==> src/rtl/coef_pkg.sv <==
// Shared constants and load-FSM encoding for the coefficient server
// and the filter that fetches from it.
package coef_pkg;
    localparam int NTAPS   = 65;
    localparam int COEF_W  = 18;
    localparam int ADDR_W  = 7;
    localparam int LDSUM_W = 24;

    typedef enum logic [1:0] {
        IDLE    = 2'd0,
        LOAD    = 2'd1,
        PENDING = 2'd2
    } ld_state_t;
endpackage

==> src/rtl/coef_bank.sv <==
// One bank of NTAPS coefficients: synchronous write port and
// registered read port. Out-of-range addresses are never applied.
module coef_bank
    import coef_pkg::*;
(
    input  logic              clock,
    input  logic              we,
    input  logic [ADDR_W-1:0] waddr,
    input  logic [COEF_W-1:0] wdata,
    input  logic [ADDR_W-1:0] raddr,
    output logic [COEF_W-1:0] rdata
);
    localparam logic [ADDR_W-1:0] LAST = ADDR_W'(NTAPS - 1);

    logic [COEF_W-1:0] mem [NTAPS];

    always_ff @(posedge clock) begin
        if (we && waddr <= LAST)
            mem[waddr] <= wdata;
        if (raddr <= LAST)
            rdata <= mem[raddr];
    end
endmodule

==> src/rtl/coef_bank_server.sv <==
// Double-buffered coefficient store: host loads the shadow bank,
// which becomes active only on a filter frame boundary.
module coef_bank_server
    import coef_pkg::*;
(
    input  logic               clock,
    input  logic               reset,
    input  logic [ADDR_W-1:0]  coefaddress,
    output logic [COEF_W-1:0]  coefdata,
    input  logic               frame_sync,
    input  logic               ld_start,
    input  logic               ld_valid,
    input  logic [COEF_W-1:0]  ld_data,
    output logic               ld_ready,
    output logic               bank_sel,
    output logic               swap_done,
    output logic [LDSUM_W-1:0] ld_sum
);
    localparam logic [ADDR_W-1:0] LAST = ADDR_W'(NTAPS - 1);

    ld_state_t         state, state_n;
    logic [ADDR_W-1:0] wptr;
    logic [1:0]        vld;
    logic              rsel, rok;
    logic              accept, last, swap;
    logic [COEF_W-1:0] rd0, rd1;

    always_comb begin
        state_n  = state;
        ld_ready = 1'b0;
        accept   = 1'b0;
        last     = 1'b0;
        swap     = 1'b0;
        case (state)
            IDLE: begin
                if (ld_start) state_n = LOAD;
            end
            LOAD: begin
                ld_ready = 1'b1;
                // a word arriving with ld_start belongs to the aborted load
                accept   = ld_valid && !ld_start;
                last     = accept && (wptr == LAST);
                if (last) state_n = PENDING;
            end
            PENDING: begin
                if (ld_start) begin
                    state_n = LOAD;
                end else if (frame_sync) begin
                    swap    = 1'b1;
                    state_n = IDLE;
                end
            end
            default: state_n = IDLE;
        endcase
    end

    always_ff @(posedge clock) begin
        if (reset) begin
            state     <= IDLE;
            wptr      <= '0;
            bank_sel  <= 1'b0;
            vld       <= '0;
            ld_sum    <= '0;
            swap_done <= 1'b0;
            rsel      <= 1'b0;
            rok       <= 1'b0;
        end else begin
            state     <= state_n;
            swap_done <= swap;
            // qualify the read with the bank state seen by this address
            rsel      <= bank_sel;
            rok       <= (coefaddress <= LAST) && vld[bank_sel];
            if (ld_start) begin
                wptr          <= '0;
                ld_sum        <= '0;
                vld[~bank_sel] <= 1'b0;
            end else if (accept) begin
                wptr   <= wptr + 1'b1;
                ld_sum <= ld_sum
                        + {{(LDSUM_W-COEF_W){ld_data[COEF_W-1]}}, ld_data};
                if (last) vld[~bank_sel] <= 1'b1;
            end
            if (swap) begin
                bank_sel      <= ~bank_sel;
                vld[bank_sel] <= 1'b0;
            end
        end
    end

    coef_bank u_bank0 (
        .clock (clock),
        .we    (accept && bank_sel),
        .waddr (wptr),
        .wdata (ld_data),
        .raddr (coefaddress),
        .rdata (rd0)
    );

    coef_bank u_bank1 (
        .clock (clock),
        .we    (accept && !bank_sel),
        .waddr (wptr),
        .wdata (ld_data),
        .raddr (coefaddress),
        .rdata (rd1)
    );

    assign coefdata = rok ? (rsel ? rd1 : rd0) : '0;
endmodule
==> config.mk <==
export PLATFORM = sky130hd
export DESIGN_NAME = coef_bank_server
export DESIGN_NICKNAME = d
export VERILOG_FILES = /design/src/rtl/coef_pkg.sv /design/src/rtl/coef_bank.sv /design/src/rtl/coef_bank_server.sv
export SDC_FILE = /design/constraint.sdc
export NUM_CORES = 2
export LEC_CHECK = 0
export CAP_MARGIN = 20
export CORE_MARGIN = 4
export CORE_UTILIZATION = 40
export CTS_CLUSTER_SIZE = 10
export DETAILED_ROUTE_END_ITERATION = 8
export GPL_TIMING_DRIVEN = 0
export HOLD_SLACK_MARGIN = 0.15
export PLACE_DENSITY_LB_ADDON = 0.08
export SLEW_MARGIN = 20
export SYNTH_ARGS = -nofsm -noshare
export SYNTH_HDL_FRONTEND = slang
export SYNTH_HIERARCHICAL = 1
export SYNTH_SLANG_ARGS = --single-unit
==> constraint.sdc <==
create_clock -name clock -period 6.5 [get_ports clock]
set_clock_uncertainty 0.2 [all_clocks]
set_input_delay 1.3 -clock clock [delete_from_list [all_inputs] [get_ports clock]]
set_output_delay 1.3 -clock clock [all_outputs]
set_load 0.1 [all_outputs]
; ---- After elaboration in Yosys (flattened, before gate mapping)
; Memories as Yosys holds them, arrays and structs flattened. A register that Yosys moved wholly into a read port is not among the register bits.
; Cells that the tools add are included.
[classes]
n_addsub = 2
n_mul = 0
div = 0
order_cmp = 6
eq_ne = 6
n_shift = 0
muxes = 28
bitwise = 6
n_reduce_logical = 14
[op_table]
columns = operator, n
row1 = 2-to-1 mux 18 bit, 2
row2 = adder 24 bit, 1
row3 = 2-to-1 mux 2 bit, 9
row4 = "<= comparator 7 bit, second input constant", 2
row5 = 2-to-1 mux 1 bit, 14
row6 = logical AND 1 bit, 9
row7 = "adder 7 x 1 -> 7 bit, second input constant", 1
row8 = "== test 7 bit, second input constant", 1
row9 = one-hot mux 2 bit (3 select lines), 1
row10 = AND 2 bit, 2
row11 = "less-than comparator 1 x 2 -> 1 bit, second input constant", 2
row12 = "inequality test 2 bit, second input constant", 2
row13 = inverter 2 bit, 2
row14 = "inequality test 3 bit, second input constant", 1
row15 = AND reduction 3 bit, 1
row16 = demux 1 bit (select 1 bit), 2
row17 = "== test 2 x 1 -> 1 bit, second input constant", 1
row18 = "== test 2 bit, second input constant", 1
row19 = "greater-or-equal comparator 1 bit, second input constant", 2
row20 = zero test 1 bit, 2
row21 = zero test 2 bit, 1
row22 = OR 2 bit, 1
row23 = OR reduction 2 bit, 1
row24 = inverter 1 bit, 1
[totals]
reg_bits = 39
latchBits = 0
ramBits = 2340
mem_bits_ro = 0
inputBits = 30
output_inout_bits = 45
mem_count = 2
[memory_table]
columns = name, depth, width, read_ports, rd_ports_with_merged_regs, write_ports, line_no
row1 = u_bank0.mem, 65, 18, 1, 1, 1, coef_bank.sv:15  ; logic [COEF_W-1:0] mem [NTAPS];
row2 = u_bank1.mem, 65, 18, 1, 1, 1, coef_bank.sv:15

; ---- Longest topological paths before layout
[logic_depth]
ltp_word = 12
depth_mapped = 10
depth_no_buf = 9

; ---- By module
; The synthesis kept the hierarchy.
[by_module_without_submodules]
columns = mod, n_inst, cells_per_inst, area_each_um2, seq_area_each_um2
row1 = coef_bank, 2, 2076, 45667.5, 35674.2
row2 = coef_bank_server, 1, 391, 3025.4, 780.7

; ---- Worst setup path before layout
; OpenSTA, ideal clock, no wires.
[synth_path]
kind = register -> register
startpoint = reg state[0]
endpoint = mem u_bank1.mem[62][0] (enable)
setup_ns = 0.393
arrival_time_ns = 3.948
path_slack_ns = 1.960
stages_incl_launch_ff = 9
n_path_buf = 1
path_cell_list = dfxtp_1 -> nor2b_1 -> nand2_1 -> clkbuf_1 -> nor2_1 -> nand2b_1 -> nor2_1 -> nand3_1 -> nor2_1
[synth_via]
elab_chain_cells = 6
[synth_lines]
columns = element, line_no
row1 = from (decl), coef_bank_server.sv:21  ; ld_state_t state, state_n;
row2 = from (signal assigned), coef_bank_server.sv:68  ; state <= state_n;
row3 = == test 2 x 1 -> 1 bit, coef_bank_server.sv:34  ; case (state)
row4 = 2-to-1 mux 1 bit, coef_bank_server.sv:34
row5 = logical AND 1 bit, coef_bank_server.sv:101  ; .we (accept && !bank_sel),
row6 = logical AND 1 bit, coef_bank.sv:18  ; if (we && waddr <= LAST)
row7 = 2-to-1 mux 1 bit, coef_bank.sv:18
row8 = 2-to-1 mux 1 bit (not written as such), coef_bank.sv:19  ; mem[waddr] <= wdata;
row9 = to (decl), coef_bank.sv:15
; Every way passes these cells.

; ---- Final worst setup path
[layout_path]
startpoint = in coefaddress[2]
endpoint = reg u_bank1.rdata[3] (read register of u_bank1.mem) (data pin)
[layout_via]
elab_chain_cells = 1
[layout_lines]
columns = element, line_no
row1 = from (decl), coef_bank_server.sv:8  ; input logic [ADDR_W-1:0] coefaddress,
row2 = <= comparator 7 bit, coef_bank.sv:20  ; if (raddr <= LAST)
row3 = to (decl), coef_bank.sv:11  ; output logic [COEF_W-1:0] rdata
; Parallel ways exist; a longest one is shown, timed or not.
; A chain may end at the register's enable or synchronous reset.

==> out/metrics.cfg <==
[timing]
setup_ws_ns=0.688
slew_headroom=0.0754
tightest_slew_ns=1.38
fmax_mhz=172
slew_violations=0
rsz0062_at_grt=false
finalCriticalPeriod_ns=5.81
hold_viol_final=0
setup_violations=0
timing.final.crit_share=0.894

[pwr]
switching_share=0.217
p_int_uw=26200
power.density_nw_per_um2=302
pwr-share-seq=0.512
p_comb_frac=0.056
power.leakage_uw=0.0348
clkPwrFrac=0.433
power_switching_uw=7280
ir_drop_v=0.000179

[logic_synthesis]
yosys-top-cells-area=edfxtp_1, mux4_2, mux2i_1, mux4_1, dfxtp_1
seq_area_frac_synth=0.764
syn_inst=4543
synthDistinctLibCells=77
synth_edf_count=2376
syn_nets=4599
synth_largest_area_cell=edfxtp_1
netlist.area_leader.share=0.756
syn_area_sq_um=94400
synthTopCellsByCount=edfxtp_1, mux4_2, mux2i_1, nor2_1, a21oi_1
post-synth-top-count-cell=edfxtp_1
async_flop_share=0
yosysWarningCount=6
ys_seq_elements=2415
synth-main-ff-cell=edfxtp_1
avgSynthCellArea_sq_um=20.8

[clock_network]
postCtsResizedCells=0
cts.sinks=2415
cts_tree=built
cts_buffer_depth=4
worstSkewPairLatency_ns=0.93
h-tree-depth=5
cts-root-buf=clkbuf_16
postCtsSetupRepairBufs=0
cts_hold_buf=0
cts_inserted_buffers=299
path_clk_slew_ns=0.05

[place]
port_buffers=73
gp_congestion=0.968
dp.cells=7877
place_hpwl_mm=206
pre_cts_ws_ns=-0.174

[worst_setup_path]
crit_type=primary input to flip-flop
start_kind=primary input
critPathMaxStageDelay_ns=0.95
path_delay_family=buffers and inverters
worstPathArrival_ns=6.17
cp.required_ns=6.86
reg2reg_from=state[0]$_SDFFE_PP0P_
r2r-end=u_bank1/mem[23][13]$_DFFE_PP_
reg2reg_depth=8
cpMaxStageDelayCell=a2111oi_0
crit_top_cell=buf_2
worstPathMaxFanout=10
reg2reg_slack_ns=1.48
end_kind=flip-flop
crit_chain=clkdlybuf4s50_1 -> buf_2 -> buf_2 -> buf_1 -> mux4_2 -> mux2i_1 -> nor3_1 -> a2111oi_0 -> a2bb2oi_1
critPathBufInv=4

[route]
wl_per_cell_um=37.6
drc=0
routed-via-count=50400
dr.pass1.iters=8
drtIter0Drc=6022
detail-route-antenna-nets=0
routed_via_density=6.08
drt_wl_total_mm=312

[floorplanning]
die_h_um=494
initial_utilization=0.402
core_area_sq_um=235000
die_area_sq_um=244000
rows=178
fp.dieW_um=494
pin_count=75

[cells_and_area]
nets=5085
stdcell_count=8288
fin_util=0.472
fillers=19500
syn2layout_area_growth_pct=17.6
layout-drive-gt1-share=0.241

[outcome]
status=completed

[global_route]
grt_overflow_total=0
antenna_found_initial=21
grt_pass1_wl_mm=423
grtUsageTotal=0.253
grt_pass1_vias=49500
grt_max_degree=99

[worst_hold_path]
hold_class=flip-flop to flip-flop
worstHoldEndpoint=ld_sum[11]$_SDFFE_PP0P_
hold_depth=2
hp-start=ld_sum[11]$_SDFFE_PP0P_

[job]
cap_violations=0

kinds of logic after synthesis:
logic type | share of synthesized area
AOI/OAI and AO/OA | 0.0462
xor gates and xnor gates | 0.00195
adders and majority gates | 0.00353
buffers and inverters | 0.0171
DFF | 0.764
muxes | 0.143
and+or+nand+nor | 0.0235
worst reg2reg max path, delay by kind of cell (launching register included):
kind | cells | cell delay, ns
AND/OR/NAND/NOR | 6 | 3.48
buffers and inverters | 2 | 0.65
flip-flops | 1 | 0.36
worst max-delay path by stage:
stage | start | to | slack, ns | cells after the start
2_1_floorplan | state[0]$_SDFFE_PP0P_ | u_bank1/mem[62][0]$_DFFE_PP_ | 1.96 | 8
3_3_place_gp | ld_data[17] | ld_sum[23]$_SDFFE_PP0P_ | -2.78 | 10
3_5_place_dp | coefaddress[2] | u_bank1/rdata[11]$_DFFE_PP_ | -0.17 | 8
4_1_cts | coefaddress[2] | u_bank1/rdata[11]$_DFFE_PP_ | 0.80 | 8
5_1_grt | ld_start | u_bank1/mem[30][13]$_DFFE_PP_ | 0.74 | 9
6_report | coefaddress[2] | u_bank1/rdata[3]$_DFFE_PP_ | 0.69 | 9
final cells by class:
class / count / area (sq um) / share of cell area
diodes: 22 / 55.1 / 0.000496
multi-input cells: 1870 / 21700 / 0.195
flip-flops and latches: 2415 / 72100 / 0.650
repair buffers: 185 / 3420 / 0.0308
clock inverters: 23 / 181 / 0.00164
plain buffers: 246 / 1580 / 0.0142
inverters: 12 / 45.0 / 0.000406
well taps: 3150 / 3940 / 0.0355
clock buffers: 365 / 7920 / 0.0714
layer usage:
metal / wire length (um) / GRT usage
met1: 137000 / 0.374
met2: 141000 / 0.382
met3: 24800 / 0.0512
met4: 9030 / 0.0709
met5: 238 / 0.00705
power by group through the flow:
stage | registers (uW) | logic, uW | clock network, uW
after floorplan | 17500 | 823 | 0
after global placement | 17600 | 1780 | 0
after detailed placement | 17500 | 1850 | 0
after CTS | 17100 | 1860 | 14800
after global routing | 17100 | 1920 | 15400
final | 17100 | 1870 | 14500
cell usage in the layout, fill, tap and decap left out, drive strengths merged, types with 16 or more instances in the layout:
master / count
diode: 22
edfxtp: 2376
nor2b: 66
clkinv: 20
o22ai: 54
clkbuf: 457
o221ai: 34
mux4: 450
a22oi: 96
a21oi: 101
nand2: 92
a2111oi: 34
a211oi: 80
o21ai: 31
a22o: 40
buf: 286
nor2: 196
dfxtp: 39
mux2: 48
a2bb2oi: 16
clkdlybuf4s50: 53
nand3: 27
ha: 25
o32a: 17
mux2i: 270
registers in the layout, indices dropped and copies added, names as in the netlist:
register and cells:
bank_sel 1, ld_sum 24, rok 1, rsel 1, state 2, swap_done 1
u_bank0/mem 1170, u_bank0/rdata 18, u_bank1/mem 1170, u_bank1/rdata 18, vld 2, wptr 7
stage by stage:
stage                     TNS [ns]  total power [uW]  instance area [sq um]  hold slack (ns)
after floorplan                  0             18300                  94400            0.284
after global placement    -2395.72             19400                  99000            0.274
after detailed placement    -0.348             19300                 103000            0.269
after CTS                        0             33800                 111000            0.279
after global routing             0             34500                 111000            0.313
final                            0             33500                 111000            0.275
Note: power is estimated with default switching activity, not from simulation.
